--- src/rtl/com_adder_acc.sv ---
// rtl/com_adder_acc.sv - multi-cycle {mantissa, exponent} adder with streaming accumulate
module com_adder_acc #(
    parameter int MANTISSA = 11,
    parameter int EXPONENT = 5,
    localparam int DATA_WIDTH = MANTISSA + EXPONENT
) (
    input  logic                  clk,
    input  logic                  rst,
    input  logic                  in_valid,
    output logic                  in_ready,
    input  logic [DATA_WIDTH-1:0] in_A,
    input  logic [DATA_WIDTH-1:0] in_B,
    input  logic                  in_acc,
    input  logic                  in_last,
    output logic                  out_valid,
    input  logic                  out_ready,
    output logic [DATA_WIDTH-1:0] out_data,
    output logic                  out_zero,
    output logic                  out_ovf
);
    localparam int LW = $clog2(MANTISSA) + 1;
    localparam int SW = (LW > EXPONENT + 1) ? LW : EXPONENT + 1;
    localparam logic [EXPONENT:0] MANT_LIM = (EXPONENT+1)'(MANTISSA);

    typedef enum logic [2:0] {S_IDLE, S_ALIGN, S_ADD, S_NORM, S_OUT} state_t;

    state_t                state_q, state_d;
    logic [MANTISSA-1:0]   xm_q, xm_d, ym_q, ym_d;
    logic [EXPONENT-1:0]   xe_q, xe_d, ye_q, ye_d;
    logic [MANTISSA-1:0]   am_q, am_d, bm_q, bm_d;
    logic [EXPONENT-1:0]   emax_q, emax_d;
    logic [MANTISSA:0]     sum_q, sum_d;
    logic [DATA_WIDTH-1:0] acc_q, acc_d;
    logic                  acc_active_q, acc_active_d;
    logic                  chain_ovf_q, chain_ovf_d;
    logic                  op_acc_q, op_acc_d, op_last_q, op_last_d;
    logic [DATA_WIDTH-1:0] out_data_q, out_data_d;
    logic                  out_zero_q, out_zero_d, out_ovf_q, out_ovf_d;

    // Alignment of the latched operands
    logic                       x_ge_y;
    logic [EXPONENT:0]          d_diff;
    logic signed [MANTISSA-1:0] small_s;
    logic [MANTISSA-1:0]        sh_small, al_a, al_b;
    logic [EXPONENT-1:0]        al_emax;

    always_comb begin
        x_ge_y   = (xe_q >= ye_q);
        d_diff   = x_ge_y ? ({1'b0, xe_q} - {1'b0, ye_q}) : ({1'b0, ye_q} - {1'b0, xe_q});
        small_s  = x_ge_y ? ym_q : xm_q;
        sh_small = (d_diff >= MANT_LIM) ? '0 : (small_s >>> d_diff);
        if (x_ge_y) begin
            al_a    = xm_q;
            al_b    = sh_small;
            al_emax = xe_q;
        end else begin
            al_a    = sh_small;
            al_b    = ym_q;
            al_emax = ye_q;
        end
        // A zero mantissa must not drag the result exponent around
        if (xm_q == '0) begin
            al_a    = '0;
            al_b    = ym_q;
            al_emax = ye_q;
        end else if (ym_q == '0) begin
            al_a    = xm_q;
            al_b    = '0;
            al_emax = xe_q;
        end
    end

    // Normalisation of the registered sum
    logic [MANTISSA-1:0]   nm;
    logic [LW-1:0]         lz;
    logic                  found;
    logic [SW-1:0]         emax_ext, lz_ext, shamt;
    logic [DATA_WIDTH-1:0] res_data;
    logic                  res_zero, res_ovf;

    always_comb begin
        res_data = '0;
        res_zero = 1'b0;
        res_ovf  = 1'b0;
        nm       = sum_q[MANTISSA-1:0];
        lz       = LW'(MANTISSA - 1);
        found    = 1'b0;
        for (int i = 0; i < MANTISSA - 1; i++) begin
            if (!found && (nm[MANTISSA-1-i] != nm[MANTISSA-2-i])) begin
                lz    = LW'(i);
                found = 1'b1;
            end
        end
        emax_ext = SW'(emax_q);
        lz_ext   = SW'(lz);
        // Shifting past exponent zero leaves a denormal instead
        shamt    = (lz_ext > emax_ext) ? emax_ext : lz_ext;
        if (sum_q == '0) begin
            res_zero = 1'b1;
        end else if (sum_q[MANTISSA] != sum_q[MANTISSA-1]) begin
            if (&emax_q) begin
                res_ovf  = 1'b1;
                res_data = {sum_q[MANTISSA], {(MANTISSA-1){~sum_q[MANTISSA]}}, {EXPONENT{1'b1}}};
            end else begin
                res_data = {sum_q[MANTISSA:1], emax_q + EXPONENT'(1)};
            end
        end else begin
            res_data = {nm << shamt, EXPONENT'(emax_ext - shamt)};
        end
    end

    always_comb begin
        state_d      = state_q;
        xm_d         = xm_q;
        xe_d         = xe_q;
        ym_d         = ym_q;
        ye_d         = ye_q;
        am_d         = am_q;
        bm_d         = bm_q;
        emax_d       = emax_q;
        sum_d        = sum_q;
        acc_d        = acc_q;
        acc_active_d = acc_active_q;
        chain_ovf_d  = chain_ovf_q;
        op_acc_d     = op_acc_q;
        op_last_d    = op_last_q;
        out_data_d   = out_data_q;
        out_zero_d   = out_zero_q;
        out_ovf_d    = out_ovf_q;
        case (state_q)
            S_IDLE: begin
                if (in_valid) begin
                    if (in_acc) begin
                        xm_d = acc_active_q ? acc_q[DATA_WIDTH-1:EXPONENT] : '0;
                        xe_d = acc_active_q ? acc_q[EXPONENT-1:0] : '0;
                        ym_d = in_A[DATA_WIDTH-1:EXPONENT];
                        ye_d = in_A[EXPONENT-1:0];
                    end else begin
                        xm_d = in_A[DATA_WIDTH-1:EXPONENT];
                        xe_d = in_A[EXPONENT-1:0];
                        ym_d = in_B[DATA_WIDTH-1:EXPONENT];
                        ye_d = in_B[EXPONENT-1:0];
                    end
                    op_acc_d  = in_acc;
                    op_last_d = in_last;
                    state_d   = S_ALIGN;
                end
            end
            S_ALIGN: begin
                am_d    = al_a;
                bm_d    = al_b;
                emax_d  = al_emax;
                state_d = S_ADD;
            end
            S_ADD: begin
                sum_d   = {am_q[MANTISSA-1], am_q} + {bm_q[MANTISSA-1], bm_q};
                state_d = S_NORM;
            end
            S_NORM: begin
                if (op_acc_q && !op_last_q) begin
                    acc_d        = res_data;
                    acc_active_d = 1'b1;
                    chain_ovf_d  = chain_ovf_q | res_ovf;
                    state_d      = S_IDLE;
                end else begin
                    out_data_d = res_data;
                    out_zero_d = res_zero;
                    out_ovf_d  = res_ovf | (op_acc_q & chain_ovf_q);
                    state_d    = S_OUT;
                end
            end
            S_OUT: begin
                if (out_ready) begin
                    state_d = S_IDLE;
                    if (op_acc_q) begin
                        acc_d        = '0;
                        acc_active_d = 1'b0;
                        chain_ovf_d  = 1'b0;
                    end
                end
            end
            default: state_d = S_IDLE;
        endcase
    end

    always_ff @(posedge clk) begin
        if (rst) begin
            state_q      <= S_IDLE;
            xm_q         <= '0;
            xe_q         <= '0;
            ym_q         <= '0;
            ye_q         <= '0;
            am_q         <= '0;
            bm_q         <= '0;
            emax_q       <= '0;
            sum_q        <= '0;
            acc_q        <= '0;
            acc_active_q <= 1'b0;
            chain_ovf_q  <= 1'b0;
            op_acc_q     <= 1'b0;
            op_last_q    <= 1'b0;
            out_data_q   <= '0;
            out_zero_q   <= 1'b0;
            out_ovf_q    <= 1'b0;
        end else begin
            state_q      <= state_d;
            xm_q         <= xm_d;
            xe_q         <= xe_d;
            ym_q         <= ym_d;
            ye_q         <= ye_d;
            am_q         <= am_d;
            bm_q         <= bm_d;
            emax_q       <= emax_d;
            sum_q        <= sum_d;
            acc_q        <= acc_d;
            acc_active_q <= acc_active_d;
            chain_ovf_q  <= chain_ovf_d;
            op_acc_q     <= op_acc_d;
            op_last_q    <= op_last_d;
            out_data_q   <= out_data_d;
            out_zero_q   <= out_zero_d;
            out_ovf_q    <= out_ovf_d;
        end
    end

    assign in_ready  = (state_q == S_IDLE);
    assign out_valid = (state_q == S_OUT);
    assign out_data  = out_data_q;
    assign out_zero  = out_zero_q;
    assign out_ovf   = out_ovf_q;

endmodule
--- config.mk ---
export PLATFORM = sky130hd
export DESIGN_NAME = com_adder_acc
export DESIGN_NICKNAME = d
export VERILOG_FILES = /design/src/rtl/com_adder_acc.sv
export SDC_FILE = /design/constraint.sdc
export NUM_CORES = 1
export LEC_CHECK = 0
export CORE_UTILIZATION = 40
export CTS_CLUSTER_SIZE = 28
export DETAILED_ROUTE_END_ITERATION = 8
export DONT_BUFFER_PORTS = 1
export SKIP_CTS_REPAIR_TIMING = 1
export SYNTH_ARGS = -nofsm -noshare
export SYNTH_HDL_FRONTEND = slang
export SYNTH_SLANG_ARGS = --single-unit
--- constraint.sdc ---
create_clock -name clk -period 9.82 [get_ports clk]
set_input_delay 1.473 -clock clk [delete_from_list [all_inputs] [get_ports clk]]
set_output_delay 1.473 -clock clk [all_outputs]
set_load 0.01 [all_outputs]
; ---- Yosys cells after proc, flatten, opt, wreduce, memory -nomap -nowiden
; Index checks and enable logic that the tools add are counted.
[totals]
register_bits = 112
latchBits = 0
ramBits = 0
rom_bits = 0
out_inout_bits = 20
memories = 0
[op_classes]
addsub = 5
n_mul = 0
div = 0
n_lt_le_gt_ge = 3
eq_ne = 19
shifts = 2
n_mux = 59
bitwise = 5
reduce_logical = 30
[ops]
columns = cell, count
row1 = two-way mux 11 bit, 11
row2 = two-way mux 16 bit, 5
row3 = two-way mux 5 bit, 16
row4 = case mux 16 bit (2 select lines), 1
row5 = zero test 11 bit, 2
row6 = two-way mux 1 bit, 17
row7 = two-way mux 15 bit, 1
row8 = case mux 3 bit (5 select lines), 1
row9 = adder 11 x 11 -> 12 bit, 1
row10 = zero test 12 bit, 1
row11 = subtractor 5 x 5 -> 6 bit, 2
row12 = != test 1 bit, 11
row13 = left shift 11 x 5 -> 11 bit, 1
row14 = >>> shifter 11 x 6 -> 11 bit, 1
row15 = logical AND 1 bit, 10
row16 = zero test 1 bit, 10
row17 = two-way mux 3 bit, 3
row18 = "equality test 3 x 2 -> 1 bit, second input constant", 2
row19 = ">= comparator 6 x 4 -> 1 bit, second input constant", 1
row20 = two-way mux 6 bit, 1
row21 = AND reduction 2 bit, 3
row22 = "adder 5 x 1 -> 5 bit, second input constant", 1
row23 = >= comparator 5 bit, 1
row24 = greater-than comparator 5 bit, 1
row25 = 14 further kinds, 19

; ---- Longest topological paths before layout
; Gate-level depths: netlist of the first run.
[depth]
word_depth = 36
mapped_depth = 22
depth_no_buf = 21

; ---- Worst setup path before layout of the first run
; OpenSTA, ideal clock, no wires.
[synth_timing]
kind = flip-flop to flip-flop
start = register sum_q[3]
end = register out_data_q[3] (netlist: out_data[3])
setup_ns = 0.070
arrival_time_ns = 4.796
slack_ns = 4.953
path_stages_with_launch = 21
n_path_buf = 1
cell_sequence = dfxtp_1 > inv_1 > ha_1 > or4b_4 > o31ai_1 > nor2_1 > ha_1 > nor2b_1 > o211ai_1 > a21oi_1 > o31ai_2 > clkinv_1 > buf_2 > ha_1 > a21o_1 > a21oi_1 > xnor2_1 > nor2_1 > a311oi_1 > nand2_1 > a21oi_1
[synth_via]
elab_chain_len = 17
word_cells_on_any_way = 22
cone_classes = 1 x add/sub / 1 x order compare / 2 x eq/ne / 10 x mux / 8 x reduce/logical
[synth_lines]
columns = item, line_no
row1 = "start, declared", 32  ; logic [MANTISSA:0] sum_q, sum_d;
row2 = "start signal, assigned", 214  ; sum_q <= sum_d;
row3 = != test 1 bit, 89  ; if (!found && (nm[MANTISSA-1-i] != nm[MANTISSA-2-i])) begin
row4 = logical AND 1 bit, 89
row5 = two-way mux 1 bit, 89
row6 = zero test 1 bit, 89
row7 = logical AND 1 bit, 89
row8 = two-way mux 1 bit, 89
row9 = zero test 1 bit, 89
row10 = logical AND 1 bit, 89
row11 = two-way mux 1 bit, 89
row12 = zero test 1 bit, 89
row13 = logical AND 1 bit, 89
row14 = two-way mux 5 bit, 89
row15 = greater-than comparator 5 bit, 97  ; shamt = (lz_ext > emax_ext) ? emax_ext : lz_ext;
row16 = two-way mux 5 bit, 97
row17 = subtractor 5 bit, 108  ; res_data = {nm << shamt, EXPONENT'(emax_ext - shamt)};
row18 = two-way mux 16 bit, 100  ; end else if (sum_q[MANTISSA] != sum_q[MANTISSA-1]) begin
row19 = two-way mux 16 bit *, 98  ; if (sum_q == '0) begin
row20 = "end signal, assigned", 220  ; out_data_q <= out_data_d;
row21 = "end, declared", 37  ; logic [DATA_WIDTH-1:0] out_data_q, out_data_d;
; Every way passes the cells marked *; elsewhere a longest branch is shown, timed or not.
; A chain may end at the register's enable or synchronous reset.

; ---- Final worst setup path of the first run
; Same ends and word-level chain as after synthesis.

==> impl_metrics.tcl, run 1 <==
set metrics [dict create \
    die_w_um 137 \
    maxCapViolCount 0 \
    powerDensity_nw_per_um2 209 \
    cts-htree-levels 3 \
    hold_class "register to register" \
    drive_gt1_share_pct 5.90 \
    crit_path_max_fanout 17 \
    drtIter0Drc 550 \
    route.detailed.drc 0 \
    relSlewSlack_pct 22.4 \
    portBuffers 0 \
    cp-end-kind "register" \
    final_area_um2 7720 \
    grt_start_max_net_pins 92 \
    gp_congestion 0.948 \
    via_per_inst 6.22 \
    clock_path_buffers 2 \
    synthCells 887 \
    clock_skew_ps 10.3 \
    crit_type "register to register" \
    critPathArrivalTime_ps 6050 \
    die_h_um 137 \
    syn_nets 965 \
    slew_viol_final 0 \
    cts_root_buffer "clkbuf_16" \
    vias 6698 \
    leakagePower_nw 2.80 \
    routed_wirelength_um 21800 \
    clock.fmax_ghz 0.174 \
    design.core.area_um2 18000 \
    ios 58 \
    start_util_pct 40.8 \
    total_power_mw 1.61 \
    tns_ps 0 \
    syn_to_final_growth_pct 5.43 \
    syn_area_per_cell_um2 8.25 \
    wire_per_inst_um 20.2 \
    synthesis.area_um2 7320 \
    ys_seq_elements 112 \
    yosys_warnings 0 \
    outcome "completed" \
    required_ps 10110 \
    drt.antenna.violating_nets 0 \
    hpwl_um 16300 \
    post-route-min-period_ps 5760 \
    grt_pass1_wl_um 34300 \
    insertion_delay_ps 360 \
    cts.sinks 112 \
    ys_seq_area_share_pct 30.6 \
    num_rows 49 \
    synth_cell_types 73 \
    cts_tree "done" \
    startpoint_type "register" \
    nFillCells 1830 \
    diodes 0 \
    grt_use_total_pct 23.9 \
    worst_slew_pin_slew_ps 1160 \
    peakVddDrop_mv 0.0969 \
    synthArstFlopShare_pct 0 \
    finalSetupViolations 0 \
    fp.dieArea_um2 18800 \
    clk_pin_slew_ps 70 \
    antenna_found_initial 0 \
    cts_buffers 9 \
    final_nets 920 \
    period_share_pct 58.7 \
    place_area_um2 7410 \
    drtPass1Iterations 5 \
    grt_pass1_vias 6197 \
    synth_ff_type "dfxtp_1" \
    overflow 0 \
    hold_viol 0 \
    synth_edf_count 0 \
    rsz0062_at_grt "no" \
]
cells in the final DEF, fill, tap and decap left out, types with 32 or more instances in the layout:
| cell type | count |
|---|---|
| dfxtp_1 | 112 |
| nor2_1 | 79 |
| a21oi_1 | 68 |
| nand2_1 | 61 |
| inv_1 | 45 |
| o21ai_0 | 44 |
| mux2i_1 | 39 |
| nand3_1 | 37 |
| ha_1 | 36 |
| a211oi_1 | 32 |
per-stage QoR:
| step | util, % | worst slack [ps] | hold slack, ps | std cells |
|---|---|---|---|---|
| 6_report | 43.0 | 4060 | 460 | 1076 |
| 5_1_grt | 43.0 | 3770 | 484 | 1076 |
| 4_1_cts | 43.0 | 4150 | 458 | 1076 |
| 3_5_place_dp | 41.3 | 4180 | 448 | 1060 |
| 3_3_place_gp | 41.3 | 4260 | 444 | 1060 |
| 2_1_floorplan | - | 4950 | 419 | 887 |
worst max-delay path: stages, from the launching register on:
cell	delay, ps
dfxtp_1	470
inv_1	110
ha_1	320
or4b_4	580
o31ai_1	380
nor2_1	100
ha_1	290
nor2b_1	130
o211ai_1	290
a21oi_1	130
o31ai_2	720
clkinv_1	630
ha_1	460
a21o_1	150
a21oi_1	160
xnor2_1	140
nor2_1	60
a311oi_1	360
nand2_1	90
a21oi_1	130
synth_stat cells, types with 7 or more instances:
cell type / number / area share, %
ha_1: 36 / 6.2
nand2_1: 61 / 3.1
nor4_1: 14 / 1.2
o21ai_0: 44 / 3.0
clkbuf_1: 49 / 2.5
dfxtp_1: 112 / 31
mux4_2: 11 / 3.4
xnor2_1: 14 / 1.7
o31ai_1: 8 / 0.82
a311oi_1: 21 / 2.5
o211ai_1: 8 / 0.82
mux2i_1: 39 / 5.3
nand4_1: 7 / 0.60
nor3_1: 16 / 1.1
a22oi_1: 14 / 1.4
nand2b_1: 22 / 1.9
nand3_1: 37 / 2.5
a21o_1: 11 / 1.1
nor2_1: 79 / 4.1
a211oi_1: 32 / 3.3
a21oi_1: 68 / 4.6
inv_1: 45 / 2.3
cell type report:
type | count | area [um^2] | share of cell area, %
multi-input combinational | 664 | 4650 | 60.3
clock inverter | 6 | 66.3 | 0.859
clock buffer | 10 | 239 | 3.10
inverter | 48 | 180 | 2.33
sequential | 112 | 2240 | 29.0
timing repair buffer | 7 | 52.6 | 0.681
tap | 229 | 287 | 3.71
flip-flops by register name, summed over array words and instances, names as in the netlist, 3 cells and up:
name,cells
xm_q,11
am_q,11
ym_q,11
acc_q,16
sum_q,12
bm_q,11
out_data,16
emax_q,5
ye_q,5
state_q,3
xe_q,5
cell families after synthesis:
kind of cell	Yosys count	share of synthesized area (%)
and+or+nand+nor	274	18.4
xor gates and xnor gates	17	2.03
DFF	112	30.6
buffers and inverters	111	5.96
adders and majority gates	40	7.25
AOI/OAI and AO/OA	279	26.2
muxes	54	9.54
path summary, 6_finish.rpt:
check / start / to / slack, ps / depth (start not counted)
max: sum_q[3] / out_data[3] / 4060 / 19
min: acc_q[8] / acc_q[8] / 460 / 2
max reg2reg: sum_q[3] / out_data[3] / 4060 / 19
min reg2reg: acc_q[8] / acc_q[8] / 460 / 2
metal layers:
metal	vias up	share of wire [%]	track usage [%]
li1	3255	-	-
met1	3196	46	32.4
met2	215	46	37.7
met3	32	5.9	4.64
met4	0	2.4	8.55
met5	-	0	0
power by group:
part | internal (mW) | total [mW] | leakage [nW] | switching, mW
Combinational | 0.257 | 0.704 | 1.74 | 0.447
Clock | 0.206 | 0.379 | 0.153 | 0.173
Sequential | 0.485 | 0.529 | 0.912 | 0.0443
Total | 0.948 | 1.61 | 2.80 | 0.664
No activity file was read; power rests on OpenSTA's default activity.
==> run 2, diff against run 1 <==
Clock period 9.82 ns to 5.5 ns, I/O delays scaled along.
==> impl_metrics.tcl, run 2 (same netlist as run 1, synthesis figures left out) <==
set metrics [dict create \
    outcome "completed" \
    r2r_start "sum_q[5]" \
    worst_slew_pin_slew_ps 1090 \
    cts_buffers 9 \
    seqPwrFrac_pct 33.0 \
    relSlewSlack_pct 26.5 \
    grt_start_max_net_pins 92 \
    wire_per_inst_um 20.4 \
    switchingPower_mw 1.20 \
    num_rows 49 \
    intPower_mw 1.66 \
    p_clk_share_pct 22.6 \
    hold-path-cell-count 2 \
    grt_use_total_pct 24.3 \
    cts-htree-levels 3 \
    cp-end-kind "register" \
    routed_wirelength_um 22000 \
    switching_share_pct 42.0 \
    design.core.area_um2 18000 \
    hpwl_um 16400 \
    power_frac_comb_pct 44.4 \
    rsz0062_at_grt "no" \
    clock.fmax_ghz 0.196 \
    drive_gt1_share_pct 6.57 \
    hold_class "register to register" \
    grt_pass1_wl_um 34900 \
    peakVddDrop_mv 0.209 \
    cts_root_buffer "clkbuf_16" \
    cts_tree "done" \
    r2r_end "out_data[6]" \
    ios 58 \
    highest_layer "met4" \
    leakagePower_nw 2.81 \
    min_to "acc_q[8]" \
    maxCapViolCount 0 \
    clock_skew_ps 14.2 \
    die_w_um 137 \
    layout_common_cells "dfxtp_1 (112), nor2_1 (79), a21oi_1 (68)" \
    overflow 0 \
    wl_met2_um 10200 \
    m1WireLength_um 9950 \
    slew_viol_final 0 \
    insertion_delay_ps 370 \
    powerDensity_nw_per_um2 370 \
    portBuffers 0 \
    fp.dieArea_um2 18800 \
    start_util_pct 40.8 \
    clk_pin_slew_ps 90 \
    total_power_mw 2.86 \
    antenna_found_initial 0 \
    drtPass1Iterations 5 \
    via_per_inst 6.27 \
    tns_ps 0 \
    critPathArrivalTime_ps 5390 \
    final_nets 926 \
    wl_met3_um 1470 \
    route.detailed.drc 0 \
    r2r_cells 16 \
    drtIter0Drc 674 \
    clock_path_buffers 2 \
    cts.sinks 112 \
    required_ps 5790 \
    worstHoldStart "acc_q[8]" \
    drt.antenna.violating_nets 0 \
    period_share_pct 92.7 \
    gp_congestion 0.905 \
    finalSetupViolations 0 \
    diodes 0 \
    syn_to_final_growth_pct 5.73 \
    nFillCells 1802 \
    vias 6784 \
    post-route-min-period_ps 5100 \
    crit_type "register to register" \
    grt_pass1_vias 6256 \
    startpoint_type "register" \
    die_h_um 137 \
    final_util_pct 43.1 \
    hold_viol 0 \
    crit_path_max_fanout 9 \
    rrSetupSlack_ps 400 \
    final_common_cell "dfxtp_1" \
]
[run 2: area by class of cell]
cell class / count / area (um^2) / share of cell area [%]
multi-input cells: 664 / 4650 / 60.1
flip-flops and latches: 112 / 2240 / 29.0
well taps: 229 / 287 / 3.70
clock buffers: 9 / 225 / 2.91
inverters: 48 / 180 / 2.33
repair buffers: 13 / 97.6 / 1.26
clock inverters: 7 / 55.1 / 0.711
[run 2: worst max path at each step]
stage	startpoint	end	slack, ps
floorplan	sum_q[3]	out_data[3]	630
global placement	sum_q[3]	out_data[4]	660
detailed placement	sum_q[5]	out_data[9]	550
CTS	sum_q[5]	out_data[4]	450
global route	sum_q[3]	out_data[4]	6
finish	sum_q[5]	out_data[6]	400
[run 2: routing by layer]
layer	vias up	global-route usage, %
met1	3257	33.8
li1	3249	-
met3	32	4.86
met5	-	0
met4	0	6.78
met2	246	37.9
[run 2: through the flow]
| stage | worst slack (ps) | instances | area (um^2) | hold slack [ps] |
|---|---|---|---|---|
| 2_1_floorplan | 633 | 887 | 7320 | 419 |
| 3_3_place_gp | 655 | 1066 | 7460 | 443 |
| 3_5_place_dp | 546 | 1066 | 7460 | 447 |
| 4_1_cts | 453 | 1082 | 7740 | 458 |
| 5_1_grt | 6.47 | 1082 | 7740 | 476 |
| 6_report | 399 | 1082 | 7740 | 458 |
[run 2: power by group through the flow]
stage	Combinational [mW]	Sequential (mW)	Clock (mW)
after floorplan	0.998	0.923	0
after global placement	1.25	0.963	0
after detailed placement	1.24	0.964	0
after CTS	1.25	0.945	0.658
after global routing	1.39	0.954	0.689
final	1.27	0.946	0.646
[run 2: worst max-delay path: stages, from the launching register on]
cell	delay, ps
dfxtp_1	500
inv_1	130
ha_1	330
or4b_4	510
o31ai_1	390
nor2_1	110
ha_1	300
nor2b_1	140
o211ai_1	290
a21o_1	300
mux2_2	460
inv_1	230
buf_4	210
nand2_1	180
o31a_1	310
or4_1	470
a21oi_1	140
==> run 3, diff against run 2 <==
Settings changed: RECOVER_POWER set to 25.
==> impl_metrics.tcl, run 3 (same netlist as run 1, synthesis figures left out) <==
set metrics [dict create \
    outcome "completed" \
    hold_viol 0 \
    crit_type "register to register" \
    grt_pass1_vias 6256 \
    clock.fmax_ghz 0.196 \
    vias 6776 \
    num_rows 49 \
    cts_tree "done" \
    start_util_pct 40.8 \
    die_w_um 137 \
    worst_slew_pin_slew_ps 1350 \
    cts.sinks 112 \
    hpwl_um 16400 \
    peakVddDrop_mv 0.209 \
    grt_use_total_pct 24.3 \
    route.detailed.drc 0 \
    powerDensity_nw_per_um2 370 \
    pre_cts_slack_ps 546 \
    setup_slack_ps 399 \
    diodes 0 \
    rsz0062_at_grt "no" \
    antenna_found_initial 0 \
    maxCapViolCount 0 \
    grt_start_max_net_pins 92 \
    routed_wirelength_um 22000 \
    design.core.area_um2 18000 \
    wire_per_inst_um 20.4 \
    die_h_um 137 \
    ios 58 \
    cts_buffers 9 \
    drive_gt1_share_pct 6.45 \
    portBuffers 0 \
    relSlewSlack_pct 10.0 \
    drtPass1Iterations 5 \
    fp.dieArea_um2 18800 \
    final_common_cell "dfxtp_1" \
    highest_layer "met4" \
    via_per_inst 6.26 \
    period_share_pct 92.7 \
    slew_viol_final 0 \
    drt.antenna.violating_nets 0 \
    clk_pin_slew_ps 90 \
    clock_path_buffers 2 \
    leakagePower_nw 2.81 \
    finalSetupViolations 0 \
    hold_class "register to register" \
    cp-end-kind "register" \
    cts-htree-levels 3 \
    final_util_pct 43.1 \
    critPathArrivalTime_ps 5390 \
    grt_pass1_wl_um 34900 \
    wl_met3_um 1490 \
    post-route-min-period_ps 5100 \
    nFillCells 1803 \
    m1WireLength_um 9970 \
    gp_congestion 0.905 \
    final_nets 926 \
    cts_root_buffer "clkbuf_16" \
    insertion_delay_ps 370 \
    tns_ps 0 \
    overflow 0 \
    layout_common_cells "dfxtp_1 (112), nor2_1 (79), a21oi_1 (68)" \
    crit_path_max_fanout 9 \
    wl_met2_um 10100 \
    drtIter0Drc 675 \
    clock_skew_ps 14.3 \
    startpoint_type "register" \
    syn_to_final_growth_pct 5.71 \
    required_ps 5790 \
]
-- run 3: cell count changes in the layout (fill, tap and decap cells not counted) --
cell / previous run / this run
and2_0: 0 / 1
and2_2: 1 / 0
-- run 3: area by class of cell --
cell class / instances / area (um^2) / share of cell area [%]
Timing Repair Buffer: 13 / 97.6 / 1.26
Clock inverter: 7 / 55.1 / 0.711
Tap cell: 229 / 287 / 3.70
Clock buffer: 9 / 225 / 2.91
Sequential cell: 112 / 2240 / 29.0
Multi-Input combinational cell: 664 / 4650 / 60.1
Inverter: 48 / 180 / 2.33
-- run 3: per-stage QoR --
| step | total power [mW] | cell area, um^2 | std cells | hold WS, ps |
|---|---|---|---|---|
| floorplan | 1.92 | 7320 | 887 | 419 |
| global placement | 2.21 | 7460 | 1066 | 443 |
| detailed placement | 2.20 | 7460 | 1066 | 447 |
| CTS | 2.85 | 7740 | 1082 | 458 |
| global route | 3.03 | 7740 | 1082 | 476 |
| finish | 2.86 | 7740 | 1082 | 458 |
-- run 3: metal layers --
| metal | global-route usage [%] | up-vias |
|---|---|---|
| met1 | 33.8 | 3247 |
| met3 | 4.86 | 32 |
| li1 | - | 3253 |
| met4 | 6.78 | 0 |
| met2 | 37.9 | 244 |
| met5 | 0 | - |
-- run 3: worst max-delay path: stages (launching register included) --
cell and delay (ps):
dfxtp_1 500, inv_1 130, ha_1 330, or4b_4 510
o31ai_1 390, nor2_1 110, ha_1 300, nor2b_1 140
o211ai_1 290, a21o_1 300, mux2_2 460, inv_1 230
buf_4 210, nand2_1 180, o31a_1 310, or4_1 470
a21oi_1 140
-- run 3: final timing paths --
| path | startpoint | endpoint | slack (ps) | cells past startpoint |
|---|---|---|---|---|
| hold reg to reg | acc_q[8] | acc_q[8] | 460 | 2 |
| hold / removal | acc_q[8] | acc_q[8] | 460 | 2 |
| setup reg to reg | sum_q[5] | out_data[6] | 400 | 16 |
| setup / recovery | sum_q[5] | out_data[6] | 400 | 16 |
-- run 3: power breakdown --
| part | internal (mW) | total (mW) | switching, mW |
|---|---|---|---|
| Clock | 0.312 | 0.646 | 0.334 |
| Sequential | 0.866 | 0.946 | 0.0805 |
| Combinational | 0.482 | 1.27 | 0.789 |
